--- src/rtl/delay_seq_pkg.sv ---
// Shared types and defaults for the delay sequence generator.
package delay_seq_pkg;

    localparam int CNT_W_DEF = 4;

    typedef enum logic [2:0] {
        IDLE   = 3'd0,
        A_HIGH = 3'd1,
        WAIT   = 3'd2,
        B_HIGH = 3'd3,
        GAP    = 3'd4
    } state_t;

endpackage

--- src/rtl/delay_seq_cnt.sv ---
// Loadable down-counter used to time each phase of the sequence.
// The counter holds at zero; the zero flag tells the FSM a phase is on its last cycle.
module delay_seq_cnt #(
    parameter int W = 4
) (
    input  logic         clk,
    input  logic         rst_n,
    input  logic         load,
    input  logic [W-1:0] value,
    output logic         zero
);

    logic [W-1:0] cnt;

    // Load wins; otherwise count down and stick at zero
    always_ff @(posedge clk or negedge rst_n) begin
        if (!rst_n)
            cnt <= '0;
        else if (load)
            cnt <= value;
        else if (cnt != '0)
            cnt <= cnt - 1'b1;
    end

    assign zero = (cnt == '0);

endmodule

--- src/rtl/delay_seq_gen.sv ---
// Generates one a-pulse followed by a b-pulse exactly 'delay' cycles after a rises,
// then a one-cycle done pulse. Outputs are registered decodes of the next state.
module delay_seq_gen
    import delay_seq_pkg::*;
#(
    parameter int CNT_W = CNT_W_DEF
) (
    input  logic             clk,
    input  logic             rst_n,
    input  logic             start,
    input  logic [CNT_W-1:0] delay,
    input  logic [CNT_W-1:0] a_len,
    input  logic [CNT_W-1:0] b_len,
    output logic             a,
    output logic             b,
    output logic             busy,
    output logic             done
);

    state_t           state, nxt;
    logic [CNT_W-1:0] dly_q, al_q, bl_q;
    logic [CNT_W-1:0] d_eff, al_raw, a_eff, b_eff;
    logic             cnt_load, cnt_zero;
    logic [CNT_W-1:0] cnt_val;
    logic             a_d, b_d, done_d;

    // Zero lengths mean one cycle; a is clipped so it never overlaps b
    always_comb begin
        d_eff  = (delay == '0) ? CNT_W'(1) : delay;
        al_raw = (a_len == '0) ? CNT_W'(1) : a_len;
        b_eff  = (b_len == '0) ? CNT_W'(1) : b_len;
        a_eff  = (al_raw > d_eff) ? d_eff : al_raw;
    end

    // State register
    always_ff @(posedge clk or negedge rst_n) begin
        if (!rst_n)
            state <= IDLE;
        else
            state <= nxt;
    end

    // Capture the effective fields when a sequence is accepted; ignored while busy
    always_ff @(posedge clk or negedge rst_n) begin
        if (!rst_n) begin
            dly_q <= '0;
            al_q  <= '0;
            bl_q  <= '0;
        end else if (state == IDLE && start) begin
            dly_q <= d_eff;
            al_q  <= a_eff;
            bl_q  <= b_eff;
        end
    end

    // Next state and counter loads; counter value is "remaining cycles minus one"
    always_comb begin
        nxt      = state;
        cnt_load = 1'b0;
        cnt_val  = '0;
        case (state)
            IDLE: if (start) begin
                nxt      = A_HIGH;
                cnt_load = 1'b1;
                cnt_val  = a_eff - 1'b1;
            end
            A_HIGH: if (cnt_zero) begin
                cnt_load = 1'b1;
                if (al_q < dly_q) begin
                    nxt     = WAIT;
                    cnt_val = dly_q - al_q - 1'b1;
                end else begin
                    nxt     = B_HIGH;
                    cnt_val = bl_q - 1'b1;
                end
            end
            WAIT: if (cnt_zero) begin
                nxt      = B_HIGH;
                cnt_load = 1'b1;
                cnt_val  = bl_q - 1'b1;
            end
            B_HIGH: if (cnt_zero) nxt = GAP;
            GAP:    nxt = IDLE;
            default: nxt = IDLE;
        endcase
    end

    // Output decode of the next state, registered below so outputs align with state
    always_comb begin
        a_d    = (nxt == A_HIGH);
        b_d    = (nxt == B_HIGH);
        done_d = (nxt == GAP);
    end

    // Output registers
    always_ff @(posedge clk or negedge rst_n) begin
        if (!rst_n) begin
            a    <= 1'b0;
            b    <= 1'b0;
            done <= 1'b0;
        end else begin
            a    <= a_d;
            b    <= b_d;
            done <= done_d;
        end
    end

    assign busy = (state != IDLE);

    delay_seq_cnt #(.W(CNT_W)) u_cnt (
        .clk   (clk),
        .rst_n (rst_n),
        .load  (cnt_load),
        .value (cnt_val),
        .zero  (cnt_zero)
    );

endmodule
--- config.mk ---
export PLATFORM = sky130hd
export DESIGN_NAME = delay_seq_gen
export DESIGN_NICKNAME = d
export VERILOG_FILES = /design/src/rtl/delay_seq_pkg.sv /design/src/rtl/delay_seq_cnt.sv /design/src/rtl/delay_seq_gen.sv
export SDC_FILE = /design/constraint.sdc
export NUM_CORES = 1
export LEC_CHECK = 0
export ABC_CLOCK_PERIOD_IN_PS = 2500
export CAP_MARGIN = 20
export CORE_MARGIN = 8
export CORE_UTILIZATION = 55
export CTS_CLUSTER_SIZE = 10
export DETAILED_ROUTE_END_ITERATION = 8
export PLACE_DENSITY = 0.86
export SETUP_SLACK_MARGIN = 0.15
export SLEW_MARGIN = 20
export SYNTH_ARGS = -nofsm -noshare
export SYNTH_HDL_FRONTEND = slang
export SYNTH_SLANG_ARGS = --single-unit
--- constraint.sdc ---
create_clock -name clk -period 2.5 [get_ports clk]
set_input_delay 0.5 -clock clk [delete_from_list [all_inputs] [get_ports clk]]
set_output_delay 0.5 -clock clk [all_outputs]
set_load 0.02 [all_outputs]
# Yosys cells after proc, flatten, opt, wreduce, memory -nomap -nowiden
# Cells that the tools add are included.
dict set report totals {
  regBits 22
}
dict set report op_classes {
  add_sub_neg 5
  order_cmp 2
  eq_ne 6
  mux 20
  reduce_logical 10
}
# operator n
set ops {}
lappend ops {{$mux W4} 10}
lappend ops {{$logic_not A4 Y1} 4}
lappend ops {{$sub A4 B1 Y4 const B} 4}
lappend ops {{$mux W3} 4}
lappend ops {{$pmux W3 S4} 1}
lappend ops {{$pmux W4 S3} 1}
lappend ops {{$eq A3 B2 Y1 const B} 3}
lappend ops {{$eq A3 B1 Y1 const B} 2}
lappend ops {{$gt A4 B4 Y1} 1}
lappend ops {{$lt A4 B4 Y1} 1}
lappend ops {{$reduce_bool A4 Y1} 1}
lappend ops {{$sub A4 B4 Y4} 1}
lappend ops {{$eq A3 B3 Y1 const B} 1}
lappend ops {{$logic_not A3 Y1} 1}
lappend ops {{$mux W1} 3}
lappend ops {{$reduce_bool A3 Y1} 1}
lappend ops {{$pmux W1 S2} 1}
lappend ops {{$reduce_bool A2 Y1} 1}
lappend ops {{$reduce_or A2 Y1} 1}
lappend ops {{$logic_and A1 B1 Y1} 1}

# Longest topological paths before layout
dict set report logic_depth {
  word_depth 8
  ltp_mapped 11
}

# Hierarchy
# A second synthesis with hierarchy kept.
dict set report hier_totals {
  cells_unflattened 181
  area_unflattened_um2 1584.0
}
# mod n_inst cells_per_inst area_per_inst_um2
set by_module_without_submodules {}
lappend by_module_without_submodules {delay_seq_gen 1 159 1350.0}
lappend by_module_without_submodules {delay_seq_cnt 1 22 234.0}

# Least setup slack after synthesis
# No wires, ideal clock.
dict set report synth_path {
  kind {input to register}
  from {input port delay[1]}
  to {register u_cnt.cnt[1]}
  arrival_time_ns 2.626
  required_ns 2.413
  setup_slack_ns -0.213
  cell_stages 10
  path_cell_list {inv_1 -> a31oi_1 -> inv_1 -> ha_1 -> and4_1 -> a21oi_1 -> mux2_2 -> ha_1 -> a221o_1 -> o211ai_1}
}
dict set report synth_via {
  elab_chain_cells 8
}
# item line_no
set synth_lines {}
lappend synth_lines {{start: declaration} delay_seq_gen.sv:11} ;# input logic [CNT_W-1:0] delay,
lappend synth_lines {{$logic_not A4 Y1 *} delay_seq_gen.sv:29} ;# d_eff = (delay == '0) ? CNT_W'(1) : delay;
lappend synth_lines {{$mux W4 *} delay_seq_gen.sv:29}
lappend synth_lines {{named net d_eff[0]} delay_seq_gen.sv:22} ;# logic [CNT_W-1:0] d_eff, al_raw, a_eff, b_eff;
lappend synth_lines {{$gt A4 B4 Y1} delay_seq_gen.sv:32} ;# a_eff = (al_raw > d_eff) ? d_eff : al_raw;
lappend synth_lines {{$mux W4 *} delay_seq_gen.sv:32}
lappend synth_lines {{$sub A4 B1 Y4 *} delay_seq_gen.sv:65} ;# cnt_val = a_eff - 1'b1;
lappend synth_lines {{$mux W4 *} delay_seq_gen.sv:62} ;# IDLE: if (start) begin
lappend synth_lines {{$pmux W4 S3 *} delay_seq_gen.sv:61} ;# case (state)
lappend synth_lines {{$mux W4 *} delay_seq_cnt.sv:19} ;# else if (load)
lappend synth_lines {{end signal: assignment} delay_seq_cnt.sv:20} ;# cnt <= value;
lappend synth_lines {{end signal: assignment} delay_seq_cnt.sv:22} ;# cnt <= cnt - 1'b1;
lappend synth_lines {{end: declaration} delay_seq_cnt.sv:13} ;# logic [W-1:0] cnt;
# The timed path passes the listed nets; every way through them passes the cells marked *.
# A chain may end at the register's enable or synchronous reset.

# Worst setup path after layout
dict set report layout_path {
  from {input port a_len[1]}
  to {register u_cnt.cnt[1]}
}
dict set report layout_via {
  elab_chain_cells 8
}
# item line_no
set layout_lines {}
lappend layout_lines {{start: declaration} delay_seq_gen.sv:12} ;# input logic [CNT_W-1:0] a_len,
lappend layout_lines {{$logic_not A4 Y1} delay_seq_gen.sv:30} ;# al_raw = (a_len == '0) ? CNT_W'(1) : a_len;
lappend layout_lines {{$mux W4 *} delay_seq_gen.sv:30}
lappend layout_lines {{$gt A4 B4 Y1} delay_seq_gen.sv:32}
lappend layout_lines {{$mux W4 *} delay_seq_gen.sv:32}
lappend layout_lines {{$sub A4 B1 Y4 *} delay_seq_gen.sv:65}
lappend layout_lines {{$mux W4 *} delay_seq_gen.sv:62}
lappend layout_lines {{$pmux W4 S3 *} delay_seq_gen.sv:61}
lappend layout_lines {{$mux W4 *} delay_seq_cnt.sv:19}
# Every way passes the cells marked *; elsewhere a longest branch is shown, timed or not.

==> results.sh <==
export IMPL_status="completed"
export IMPL_htreeDepth=1
export IMPL_rsz0062_at_grt="yes"
export IMPL_power_leakage_nw=0.880
export IMPL_worst_path_stages=11
export IMPL_num_rows=19
export IMPL_start_util=0.560
export IMPL_cp_data_required_time_ns=2.72
export IMPL_grt_pass1_wl_mm=6.47
export IMPL_grt_overflow_total=0
export IMPL_crit_buf_inv=1
export IMPL_antenna_found_initial=0
export IMPL_synth_warnings=0
export IMPL_synth_cell_types=40
export IMPL_synth_edff_count=0
export IMPL_synth_top_area_cell="dfrtp_1"
export IMPL_drt_first_pass_iters=4
export IMPL_portBuffers=18
export IMPL_worst_ep_arrival_time_ns=2.60
export IMPL_vias=1349
export IMPL_grt_max_degree=23
export IMPL_dieWidth_um=68.1
export IMPL_grtUsageMet2=0.327
export IMPL_path_common_cell="o211ai_1"
export IMPL_multi_input_area_um2=925
export IMPL_postCtsHoldBufs=0
export IMPL_syn_inst=171
export IMPL_worst_path_max_fanout=4
export IMPL_drc=0
export IMPL_tritoncts="done"
export IMPL_vias_per_cell=5.81
export IMPL_fin_skew_ns=0.0112
export IMPL_dp_hpwl_mm=2.92
export IMPL_wl_per_cell_um=16.6
export IMPL_syn_to_final_growth_pct=28.5
export IMPL_worstMarginPinSlew_ns=0.462
export IMPL_cts_root_buf="clkbuf_4"
export IMPL_fill_cells=197
export IMPL_cts_sinks=22
export IMPL_synthTopCellsByArea="dfrtp_1, ha_1, nand2_1"
export IMPL_wirelength_mm=3.86
export IMPL_slowest_delay_ns=0.32
export IMPL_max_cap_violations=0
export IMPL_worstSetupEndpointType="flip-flop"
export IMPL_ios=19
export IMPL_ff_latch_area_um2=551
export IMPL_first_iter_violations=84
export IMPL_design_area_um2=1920
export IMPL_core_um2=2660
export IMPL_post_route_period_util=0.949
export IMPL_antennaDiodeCount=0
export IMPL_fin_nets=232
export IMPL_netlist_area_um2=1490
export IMPL_antenna_left=0
export IMPL_syn_nets=201
export IMPL_slew_violations=0
export IMPL_die_y_um=68.1
export IMPL_clk_pin_slew_ns=0.13
export IMPL_grt_use_total=0.179
export IMPL_reg2regPathDepth=8
export IMPL_grt_busiest_layer="met2"
export IMPL_grtUsageMet3=0.0196
export IMPL_fmax_mhz=422
export IMPL_synth_top_cell_area_share=0.369
export IMPL_worstSetupStartpointType="input pin"
export IMPL_whs_path_depth=2
export IMPL_crit_type="input pin to flip-flop"
export IMPL_finalHoldViolCount=0
export IMPL_path_cells="buf_2 > nor3_4 > nor2_2 > ha_2 > nor2b_1 > o211ai_1 > a21oi_4 > mux2i_4 > ha_4 > a221o_1 > o211ai_1"
export IMPL_place_gp_congestion=0.974
export IMPL_clockBufferDepth=2
export IMPL_cpLargestDelayFamily="compound AO/OA/AOI/OAI gates"
export IMPL_dominantRegCellSynth="dfrtp_1"
export IMPL_insertion_delay_ns=0.32
export IMPL_dpl_instance_area_um2=1850
export IMPL_setup_violations=0
export IMPL_min_period_ns=2.37
export IMPL_grt_pass1_vias=1461
export IMPL_async_flop_share=1.00
export IMPL_drive_gt1_frac=0.224
export IMPL_max_vdd_ir_drop_mv=0.652
export IMPL_dieArea_um2=4630
export IMPL_synth_seq_area_share=0.369
export IMPL_tns_ns=0
export IMPL_slew_headroom=0.692
export IMPL_cts_buffers=3
export IMPL_p_per_area_nw_per_um2=1020
export IMPL_syn_avg_cell_area_um2=8.72
export IMPL_slowest_stage="mux2i_4"
export IMPL_min_path_type="flip-flop to flip-flop"
export IMPL_synth_seq_cells=22
export IMPL_met1_usage=0.200
export IMPL_synth_commonest_cells="dfrtp_1, nand2_1, inv_1"
[registers in the layout, indices dropped and copies added, names as in the netlist]
name and cells:
a 1, b 1, state 3, bl_q 4
dly_q 4, al_q 4, u_cnt.cnt 4, done 1
[worst min-delay path: cells and delay by family (launching register included)]
kind	cells	cell delay, ns
AOI/OAI and AO/OA	1	0.06
DFF	1	0.37
and+or+nand+nor	1	0.05
[cells by family (layout without fill, tap and decap cells)]
group,after synthesis,count (layout),share of synthesized area
mux,4,4,0.0277
xor+xnor,7,7,0.0411
simple gates,53,53,0.176
flops,22,22,0.369
buf+inv,26,56,0.0663
fa+ha+maj,15,15,0.131
compound gates,44,44,0.189
[layout by cell type, fill, tap and decap left out, drive strengths merged, types with 7 or more instances in the layout]
cell            n
a21oi          11
buf            22
clkdlybuf4s50  10
dfrtp          22
ha             14
inv            16
nand2          23
nor2            7
nor3            8
o21ai          14
[cell type report]
cell class	count	area share
multi-input cells	123	0.482
flip-flops and latches	22	0.287
clock buffers	4	0.0189
well taps	31	0.0202
inverters	16	0.0379
repair buffers	36	0.153
[repair_timing]
action / 4_1_cts / 5_1_grt
endpoints found under the setup margin: 6 / 5
pin swaps: 5 / 4
buffers inserted: 2 / 0
resized for setup: 30 / 7
[layer usage]
metal / share of wire / wire length (um)
met1: 0.41 / 1570
met2: 0.52 / 1990
met3: 0.031 / 121
met4: 0.046 / 178
met5: 0 / 0
[power breakdown]
group	internal [mW]	leakage, nW	switching (mW)	total (mW)
sequential	0.516	0.268	0.164	0.680
clock	0.0891	0.0210	0.112	0.201
combinational	0.514	0.590	0.565	1.08
[worst paths after layout]
kind,from,endpoint,slack (ns)
hold reg to reg,al_q[3],al_q[3],0.51
max in group asynchronous,rst_n,u_cnt.cnt[1],1.74
min in group asynchronous,rst_n,u_cnt.cnt[2],0.52
setup reg to reg,u_cnt.cnt[0],u_cnt.cnt[0],0.24
hold / removal,al_q[3],al_q[3],0.51
setup / recovery,a_len[1],u_cnt.cnt[1],0.13
[metrics by stage]
| stage | utilization | setup slack (ns) | std cells | hold WS (ns) | total power [mW] |
|---|---|---|---|---|---|
| after global routing | 0.720 | 0.0565 | 232 | 0.540 | 2.12 |
| after global placement | 0.695 | -0.539 | 226 | 0.474 | 1.65 |
| after floorplan | - | 0.0860 | 171 | 0.204 | 1.40 |
| final | 0.720 | 0.128 | 232 | 0.511 | 1.96 |
| after CTS | 0.712 | 0.151 | 232 | 0.520 | 1.93 |
| after detailed placement | 0.695 | -0.677 | 226 | 0.492 | 1.73 |
(Power assumes the default switching activity.)
